--- src/rtl/fp_norm_pkg.sv ---
// Shared types and helpers for the FP normalisation datapath.
// Mode encoding, control bundle and a constant log2.
package fp_norm_pkg;

    // Search pattern: find the leading one (count zeros) or
    // find the leading zero (count ones).
    typedef enum logic {
        LZ_MODE_ZEROS = 1'b0,
        LZ_MODE_ONES  = 1'b1
    } lz_mode_e;

    // Width-independent control part of the stage bundle.
    // The data part (tag, value, orig, cnt) depends on the
    // instance parameters and is appended by the pipeline.
    typedef struct packed {
        logic     valid;
        lz_mode_e mode;
    } lz_ctl_t;

    localparam int LZ_MIN_WIDTH = 4;
    localparam int LZ_MAX_WIDTH = 128;

    // Ceiling log2, usable in parameter expressions.
    function automatic int clog2(input int n);
        int r;
        r = 0;
        while ((1 << r) < n) begin
            r = r + 1;
        end
        return r;
    endfunction

endpackage

--- src/rtl/lzc_norm_stage.sv ---
// One halving step of the leading-pattern search.
// Tests the top SHIFT bits and shifts them out on a match.
module lzc_norm_stage #(
    parameter int WIDTH = 32,
    parameter int CW    = 5,
    parameter int BIT   = 4,
    parameter int SHIFT = 16
) (
    input  logic [WIDTH-1:0] in_value,
    input  logic [WIDTH-1:0] in_orig,
    input  logic [CW-1:0]    in_cnt,
    output logic [WIDTH-1:0] out_value,
    output logic [WIDTH-1:0] out_orig,
    output logic [CW-1:0]    out_cnt
);

    logic hit;

    // The detector value is always searched for zeros; mode 1
    // inverts it on entry so orig is shifted in lock-step.
    always_comb begin
        hit       = (in_value[WIDTH-1 -: SHIFT] == '0);
        out_value = in_value;
        out_orig  = in_orig;
        out_cnt   = in_cnt;
        if (hit) begin
            out_value    = in_value << SHIFT;
            out_orig     = in_orig << SHIFT;
            out_cnt[BIT] = 1'b1;
        end
    end

endmodule

--- src/rtl/lzc_norm_pipe.sv ---
// Pipelined leading zero/one counter with left normaliser.
// Global-stall valid/ready pipeline, tag carried alongside.
module lzc_norm_pipe
    import fp_norm_pkg::*;
#(
    parameter int WIDTH     = 32,
    parameter int REG_EVERY = 1,
    parameter int TAG_W     = 4,
    localparam int CW       = clog2(WIDTH)
) (
    input  logic             clk,
    input  logic             rst,
    input  logic             in_valid,
    output logic             in_ready,
    input  logic [WIDTH-1:0] in_data,
    input  logic             in_mode,
    input  logic [TAG_W-1:0] in_tag,
    output logic             out_valid,
    input  logic             out_ready,
    output logic [CW-1:0]    out_cnt,
    output logic [WIDTH-1:0] out_norm,
    output logic             out_all,
    output logic [TAG_W-1:0] out_tag
);

    localparam int L = CW;

    typedef struct packed {
        lz_ctl_t          ctl;
        logic [TAG_W-1:0] tag;
        logic [WIDTH-1:0] value;
        logic [WIDTH-1:0] orig;
        logic [CW-1:0]    cnt;
    } stage_t;

    stage_t head;
    stage_t tail;
    stage_t link [L+1];
    logic   advance;
    logic   all_hit;

    assign advance = ~tail.ctl.valid | out_ready;
    assign in_ready = advance;

    // Build the stage-0 bundle; mode 1 searches the inverse.
    always_comb begin
        head           = '0;
        head.ctl.valid = in_valid;
        head.ctl.mode  = lz_mode_e'(in_mode);
        head.tag       = in_tag;
        head.orig      = in_data;
        head.value     = in_mode ? ~in_data : in_data;
    end

    assign link[0] = head;

    for (genvar k = 0; k < L; k++) begin : g_st
        localparam int BIT = L - 1 - k;
        localparam int SH  = 1 << BIT;
        localparam bit REG = ((k + 1) % REG_EVERY == 0)
                          || (k == L - 1);

        stage_t           cur;
        stage_t           nxt;
        logic [WIDTH-1:0] s_value;
        logic [WIDTH-1:0] s_orig;
        logic [CW-1:0]    s_cnt;

        assign cur = link[k];

        lzc_norm_stage #(
            .WIDTH (WIDTH),
            .CW    (CW),
            .BIT   (BIT),
            .SHIFT (SH)
        ) u_stage (
            .in_value  (cur.value),
            .in_orig   (cur.orig),
            .in_cnt    (cur.cnt),
            .out_value (s_value),
            .out_orig  (s_orig),
            .out_cnt   (s_cnt)
        );

        // Merge the shifted data back into the bundle.
        always_comb begin
            nxt       = cur;
            nxt.value = s_value;
            nxt.orig  = s_orig;
            nxt.cnt   = s_cnt;
        end

        if (REG) begin : g_reg
            stage_t q;

            // Stage register; loads only when the pipe advances.
            always_ff @(posedge clk) begin
                if (rst) begin
                    q <= '0;
                end else if (advance) begin
                    q <= nxt;
                end
            end

            assign link[k+1] = q;
        end else begin : g_comb
            assign link[k+1] = nxt;
        end
    end

    assign tail = link[L];

    // A fully matched operand leaves nothing in the detector.
    assign all_hit   = ~|tail.value;
    assign out_valid = tail.ctl.valid;
    assign out_cnt   = tail.cnt;
    assign out_norm  = tail.orig;
    assign out_all   = tail.ctl.valid & all_hit;
    assign out_tag   = tail.tag;

    // Parameter sanity and the normalised-MSB invariant.
    always_ff @(posedge clk) begin
        assert (WIDTH == (1 << CW));
        assert (WIDTH >= LZ_MIN_WIDTH && WIDTH <= LZ_MAX_WIDTH);
        assert (REG_EVERY >= 1 && REG_EVERY <= L);
        if (!rst && tail.ctl.valid) begin
            assert (tail.orig[WIDTH-1] ==
                    ((tail.ctl.mode == LZ_MODE_ONES) ^ ~all_hit));
        end
    end

endmodule
--- config.mk ---
export PLATFORM = sky130hd
export DESIGN_NAME = lzc_norm_pipe
export DESIGN_NICKNAME = d
export VERILOG_FILES = /design/src/rtl/fp_norm_pkg.sv /design/src/rtl/lzc_norm_stage.sv /design/src/rtl/lzc_norm_pipe.sv
export SDC_FILE = /design/constraint.sdc
export NUM_CORES = 1
export LEC_CHECK = 0
export ABC_CLOCK_PERIOD_IN_PS = 5800
export BUFFER_PORTS_ARGS = -buffer_cell sky130_fd_sc_hd__buf_2
export CAP_MARGIN = 20
export CORE_MARGIN = 10
export CORE_UTILIZATION = 66
export CTS_CLUSTER_DIAMETER = 200
export DETAILED_ROUTE_END_ITERATION = 12
export HOLD_SLACK_MARGIN = 0.1
export PLACE_DENSITY = 0.95
export SETUP_SLACK_MARGIN = 0.2
export SLEW_MARGIN = 20
export SYNTH_ARGS = -nofsm -noshare
export SYNTH_HDL_FRONTEND = slang
export SYNTH_SLANG_ARGS = --single-unit
--- constraint.sdc ---
create_clock -name clk -period 5.8 [get_ports clk]
set_clock_uncertainty 0.1 [all_clocks]
set_input_delay 0.58 -clock clk [delete_from_list [all_inputs] [get_ports clk]]
set_output_delay 0.58 -clock clk [all_outputs]
set_load 0.01 [all_outputs]
==> run summary, run 1 <==
The synthesized net count is 2002. Among all stages on the critical path, the largest delay is contributed by inv_8. In this run the power density over the cells is 325.3 nW/um^2. Post-CTS repair changed the size of 0 cells.

The CTS tree is yes. The worst slew margin relative to its limit came out at 0.3553. The final wirelength is 38480 um. In the layout the commonest cells are nand2_1, dfxtp_1, nor2_1.

The root buffer cell chosen for the clock tree is clkbuf_16. The count of standard-cell rows came out at 56. The number of detailed-route iterations in the first pass came out at 6. The run finished with clean final reports. Fill cells in the final layout number 1657. The final weighted congestion in routability-driven placement came out at 0.8783. In this run the critical register-to-register path is captured at g_st[2].g_reg.q[33].

The total leakage power came out at 0.006465 uW. The synthesized area divided by synthesized cell count came out at 8.086 sq um. The overall die width came out at 175 um. The number of buffers inserted by port buffering is 84. The number of slew-limit violations in the final report came out at 0. The maximum clock insertion buffer count is 3. The CTS buffer count is 37.

The worst register-to-register path begins at out_valid. The half-perimeter wire length after placement came out at 23470 um. 85 I/O pins were placed. The signal on the critical path passes through nor2b_4, buf_4, inv_8, buf_12, nor2_1, a311oi_1.

The number of buffers inserted for hold repair after clock tree synthesis came out at 0. In the synthesized netlist the async set-or-reset flop fraction comes to 0. The worst register-to-register path has a depth of 6. STA classifies the critical path endpoint as a flip-flop.

The post-detailed-route DRC marker count is 0. The critical path runs through a total of 6 cells. The via count of the first global-routing pass is 12810. In this run the worst setup path begins at out_valid. The worst endpoint required time came out at 6.10 ns. The number of synthesized flops with an enable pin is 0. The die span in y came out at 175 um. The number of hold-slack violations in the final timing report came out at 0. The violation count after the first detailed-route iteration is 1672. The clock sink count came out at 360.

The most used flip-flop cell after synthesis is dfxtp_1. The worst hold margin is 0.1942 ns. The net total in the final layout is 1914.

The ratio of cells with drive above 1 in the final layout came out at 0.1067. During synthesis, Yosys emitted a total of 0 warnings. For this run the aggregate overflow at the end of global routing stands at 0.

At the pin with the least slew margin, the transition time is 0.9671 ns. In the routed layout, each cell is associated on average with a via count of 6.300. 0 antenna diodes ended up in the layout.

The worst path in the final design needs a cycle of 3.022 ns, including I/O delays and setup. The category of cells accounting for the largest share of critical-path delay is buffers and inverters. The pin count of the biggest net entering global routing is 190. Across every metal layer, demand over resource in global routing totals 0.2398. Setup total negative slack on the finished layout was measured at 0 ns. The overall die area came out at 30630 sq um. The worst reg-to-reg setup slack is 2.78 ns.

The longest individual stage delay on the worst path came out at 0.67 ns. STA classifies the critical path startpoint as a flip-flop. The buffering stage count on the worst path with inverters included is 3. The netlist uses 34 different library cells.

The initial core utilization came out at 0.6735. After clock tree synthesis, the clock-pin slew on the worst setup and hold paths is 0.07 ns. The via total after detailed routing is 13990. The routed length per instance came out at 17.33 um. In this run the worst hold path is classified as in -> reg. The core outline area came out at 23540 sq um. The number of maximum-capacitance violations is 0. The global-route wire length before repair is 63200 um. Relative to the synthesized area, the layout overhead comes to 7.772%. The post-synthesis instance area is 15860 sq um.

Of the available clock period, the critical path in the final layout requires 0.5211. The largest driver fanout on the critical path is 176. The maximum achievable frequency is 330.9 MHz. The type of the worst setup path is reg -> reg. The final standard cell utilization of the core came out at 0.7259. The synthesis-stage register bit count came out at 360. The number of setup buffers added after CTS is 0. The number of antenna violations at the first check in global routing came out at 0. The CTS H-tree depth came out at 2. The highest ir drop seen on vdd came out at 238.3 uV. Setup repair after global routing left no endpoint under its margin. The final number of setup-violating endpoints came out at 0. For the worst setup path, the data arrival time is 3.33 ns. The capturing instance or port of the critical path is g_st[2].g_reg.q[33]. The post-synthesis sequential area ratio came out at 0.4545. The library cell used most frequently in the layout, excluding fill and tap cells, is nand2_1. The number of standard cells after synthesis is 1961. The number of nets still failing antenna checks after routing came out at 0. The clock latency reported for the late side of the worst-skew pair is 0.53 ns.
-- synthesized netlist by cell type, drive strengths merged (3+ instances only) --
cell,n,area (sq um)
a311oi,166,1654
nor3,13,65.06
a211oi,76,570.6
inv,3,11.26
clkbuf,159,596.8
a22oi,4,30.03
buf,68,460.4
nand3,59,295.3
nor2b,49,306.5
mux2i,64,640.6
nor4,8,56.30
o21ai,76,380.4
nand3b,16,120.1
or4,6,45.04
dfxtp,360,7207
a21oi,96,480.5
nand4,5,31.28
nand2,409,1535
o211ai,32,240.2
nor2,284,1066
-- tightest hold or removal path, cell delays in order --
cell,delay (ns)
buf_2,0.09
nand2_1,0.04
a21oi_1,0.05
-- cells by family after synthesis --
| family | share of synthesized area |
|---|---|
| simple gates | 0.2239 |
| buf+inv | 0.06739 |
| compound gates | 0.2138 |
| flops | 0.4545 |
| mux | 0.04040 |
-- where the power goes --
part / switching [uW] / internal [uW]
Combinational: 291 / 158
Sequential: 103 / 2590
Clock: 997 / 1420
Total: 1390 / 4170
-- state kept, by name (all words and copies together), names as in the netlist --
register      count
out_tag           4
out_norm         32
out_valid         1
out_cnt           5
g_st.g_reg.q    318
-- through the flow --
step / instance area (sq um) / power, uW / cells / setup WS [ns]
6_report: 17090 / 5559 / 2221 / 2.778
5_1_grt: 17090 / 5726 / 2221 / 2.655
4_1_cts: 17060 / 5556 / 2220 / 2.842
3_5_place_dp: 15810 / 3175 / 2152 / 2.711
3_3_place_gp: 15810 / 3154 / 2152 / 2.785
2_1_floorplan: 15860 / 3052 / 1961 / 3.638
-- worst min-delay path by stage --
| stage | from | to | depth (start not counted) |
|---|---|---|---|
| 3_3_place_gp | out_tag[0] | out_tag[0] | 2 |
| 6_report | in_tag[3] | g_st[0].g_reg.q[72] | 3 |
| 3_5_place_dp | out_tag[0] | out_tag[0] | 2 |
| 4_1_cts | in_tag[3] | g_st[0].g_reg.q[72] | 3 |
| 5_1_grt | in_tag[1] | g_st[0].g_reg.q[70] | 3 |
| 2_1_floorplan | g_st[0].g_reg.q[69] | g_st[0].g_reg.q[69] | 2 |
-- routing by layer --
layer,vias up,GRT usage,routed length [um]
li1,6680,-,-
met1,6569,0.3254,16470
met2,642,0.3667,17340
met3,101,0.05109,3456
met4,0,0.09113,1208
met5,-,0,0
-- final cells by class --
| cell class | count | area (sq um) | share of cell area |
|---|---|---|---|
| clock buffer | 53 | 1099 | 0.06428 |
| clock inverter | 15 | 150.1 | 0.008786 |
| inverter | 3 | 18.77 | 0.001098 |
| multi-input combinational | 1371 | 7616 | 0.4457 |
| sequential | 360 | 7211 | 0.4220 |
| tap | 319 | 399.1 | 0.02336 |
| timing repair buffer | 100 | 595.6 | 0.03485 |
No activity file was read; power rests on OpenSTA's default activity.
==> inputs of run 2 (changes only) <==
--- a/config.mk
+++ b/config.mk
@@ -5,15 +5,15 @@
 export SDC_FILE = /design/constraint.sdc
 export NUM_CORES = 1
 export LEC_CHECK = 0
-export ABC_CLOCK_PERIOD_IN_PS = 5800
+export ABC_CLOCK_PERIOD_IN_PS = 2900
 export BUFFER_PORTS_ARGS = -buffer_cell sky130_fd_sc_hd__buf_2
 export CAP_MARGIN = 20
 export CORE_MARGIN = 10
-export CORE_UTILIZATION = 66
+export CORE_UTILIZATION = 61
 export CTS_CLUSTER_DIAMETER = 200
 export DETAILED_ROUTE_END_ITERATION = 12
 export HOLD_SLACK_MARGIN = 0.1
-export PLACE_DENSITY = 0.95
+export PLACE_DENSITY = 0.9
 export SETUP_SLACK_MARGIN = 0.2
 export SLEW_MARGIN = 20
 export SYNTH_ARGS = -nofsm -noshare
==> constraint.sdc (replaced) <==
create_clock -name clk -period 2.9 [get_ports clk]
set_clock_uncertainty 0.1 [all_clocks]
set_input_delay 0.29 -clock clk [delete_from_list [all_inputs] [get_ports clk]]
set_output_delay 0.29 -clock clk [all_outputs]
set_load 0.01 [all_outputs]
==> run 2 against run 1 <==
Count of clock-buffer cells in the layout grew 1. Sequential power grew 100%. Via count grew 1.7%. Worst hold slack lost 0.098 ns. Routed wire length grew 3.9%. Sequential cell count is the same. Setup slack lost 2.4 ns. Final cell count grew 3.3%. Total power grew 100%. Largest power group unchanged.
==> run summary, run 2 (synthesis gave the netlist of run 1 again) <==
The CTS buffer count is 36 (-2.7%). The final worst setup slack came to 0.3820 ns (-2.396 ns). The signal arrival time at the worst endpoint came out at 2.88 ns (-0.45 ns). The number of vias per cell after detailed routing is 6.206 (-1.5%). The initial core utilization came out at 0.6243 (-0.04924). The buffering stage count on the worst path with inverters included is 4 (+1). The largest driver fanout on the critical path is 6 (-97%). The number of hold-slack violations in the final timing report came out at 0 (unchanged). The clock sink count is 360 (unchanged). The cell at the root of the clock tree is clkbuf_16. The clock transition at the registers of the reported paths is 0.06 ns (about the same). The via count of the first global-routing pass came out at 13190 (+3.0%). The post-detailed-route DRC marker count is 0 (unchanged). The register with the most flip-flops in the final layout is g_st.g_reg.q. The count of boundary I/O pins came out at 85 (unchanged). The setup total negative slack came out at 0 ns (unchanged). The global-route usage over all layers came to 0.2309 (-0.008854). The number of maximum-capacitance violations came out at 0 (unchanged).

The violation count after the first detailed-route iteration came out at 1658 (-0.84%). The clock latency reported for the late side of the worst-skew pair came out at 0.52 ns (about the same). The half-perimeter wire length after placement is 25010 um (+6.6%).

The worst reg-to-reg setup slack came out at 0.44 ns (-2.34 ns). The CTS tree is yes. The signal on the critical path passes through dlygate4sd3_1, buf_2, or4_1, mux2i_2, o2111a_2, buf_4, o211ai_1, nand3_1, dlygate4sd3_1.

The final number of setup-violating endpoints is 0 (unchanged). The flow ran to the end, and the final reports show no timing, DRC or antenna violations. The pin count of the biggest net entering global routing came to 134 (-29%).

The global-route wire length before repair came to 65850 um (+4.2%). The maximum achievable frequency came out at 397.1 MHz. The longest individual stage delay on the worst path came out at 0.54 ns (-0.13 ns). The overall die area came to 32840 sq um (+7.2%). The core outline area is 25400 sq um (+7.9%). The highest ir drop seen on vdd is 519.8 uV (+120%). The die span in y is 181.2 um (+3.6%). The worst endpoint required time is 3.26 ns (-2.84 ns).

The final weighted congestion in routability-driven placement came to 0.9298 (+5.9%). The final critical-path required period came out at 2.518 ns. The maximum clock insertion buffer count came out at 3 (unchanged). In the layout the commonest cells are nand2_1, dfxtp_1, nor2_1. The via total after detailed routing is 14240 (+1.7%). The worst setup path is launched from an input port. The post-route clock period utilization came out at 0.8683. The flip-flop count of the largest register, all copies and words added is 318 (unchanged).

The final global-route overflow total is 0 (unchanged). Counting stages on the worst path, the most repeated cell is dlygate4sd3_1. The worst setup path is of the in -> reg kind. The final wirelength came out at 39990 um (+3.9%). The slew at the pin closest to its max-slew limit came out at 0.6313 ns (-0.3358 ns).

The count of standard-cell rows is 58 (+3.6%). STA classifies the critical path endpoint as a flip-flop. The total leakage power was 0.006814 uW (+5.4%). The overall die width is 181.2 um (+3.6%).

The antenna cell count is 0 (unchanged). The number of detailed-route iterations in the first pass is 5 (-1). The number of antenna violations at the first check in global routing came to 0 (unchanged). The number of buffers inserted by port buffering is 84 (unchanged). The worst slack at placement is 0.5164 ns (-2.194 ns).

Setup repair after global routing left no endpoint under its margin. The CTS H-tree depth is 2 (unchanged). The category of cells accounting for the largest share of critical-path delay is buffers and inverters. The number of slew-limit violations in the final report is 0 (unchanged). The routed length per instance came out at 17.43 um (+0.60%). The slowest stage of the critical path belongs to the cell dlygate4sd3_1.

The net total in the final layout was 1978 (+3.3%). In this run the worst hold path is classified as in -> reg. The worst slew margin relative to its limit is 0.5792 (+0.2239).

The number of nets still failing antenna checks after routing is 0 (unchanged). The area added between synthesis and finish came out at 12.62%. The most frequent standard cell in the layout excluding fill and tap cells is nand2_1. The ratio of cells with drive above 1 in the final layout is 0.1156 (+0.008851). The areal power density over the cells came to 630.0 nW/um^2 (+94%).
run 2: cell count changes in the layout (fill, tap and decap cells not counted), sizes merged:
| cell | before | now |
|---|---|---|
| bufinv | 2 | 5 |
| clkinv | 7 | 4 |
| buf | 100 | 124 |
| clkinvlp | 4 | 1 |
| clkbuf | 53 | 55 |
| dlygate4sd3 | 0 | 40 |
| inv | 5 | 4 |
run 2: what timing repair did:
| item | in CTS | in global routing |
|---|---|---|
| hold buffers | 41 | 1 |
| endpoints found under the hold margin | 53 | 1 |
| gates resized for setup | 0 | 4 |
| endpoints found under the setup margin | 0 | 3 |
| buffers inserted | 0 | 2 |
run 2: power by group:
part | switching [uW] | total [uW] | internal, uW
sequential | 225 | 5410 | 5180
clock | 1930 | 4910 | 2980
combinational | 570 | 936 | 366
total | 2720 | 11300 | 8530
run 2: path summary, 6_finish.rpt:
kind | from | to | cells past startpoint
max | in_data[16] | g_st[0].g_reg.q[59] | 9
min | rst | g_st[2].g_reg.q[8] | 2
max reg2reg | g_st[0].g_reg.q[63] | g_st[1].g_reg.q[16] | 6
min reg2reg | out_cnt[2] | out_cnt[2] | 2
run 2: layout make-up:
class	count	area, sq um
clock inverter	11	197.7
clock buffer	54	1059
multi-input combinational	1371	7627
fill	1772	7542
tap	330	412.9
inverter	3	18.77
sequential	360	7211
timing repair buffer	165	1331
run 2: worst register-to-register path: stages, from the launching register on:
cell and delay [ns]:
dfxtp_1 0.32, or4_1 0.55, nor4_2 0.26, and2b_2 0.20, buf_4 0.40, nand2_1 0.18, a311oi_1 0.35
run 2: layer usage:
layer  share of wire  vias up  track usage
met1            0.43     6695       0.3057
met4           0.028        0      0.09404
met2            0.47      630       0.3679
li1                -     6816            -
met3           0.078       95      0.03656
met5               0        -            0
run 2: through the flow:
stage / total power [uW] / instance area [sq um] / std cells / utilization / hold slack, ns
after floorplan: 6105 / 15860 / 1961 / - / 0.3305
after global placement: 6331 / 16140 / 2186 / 0.6356 / 0.3352
after detailed placement: 6369 / 16140 / 2186 / 0.6356 / 0.3447
after CTS: 11250 / 17810 / 2292 / 0.7012 / 0.1213
after global routing: 11610 / 17860 / 2294 / 0.7031 / 0.1391
final: 11250 / 17860 / 2294 / 0.7031 / 0.09666
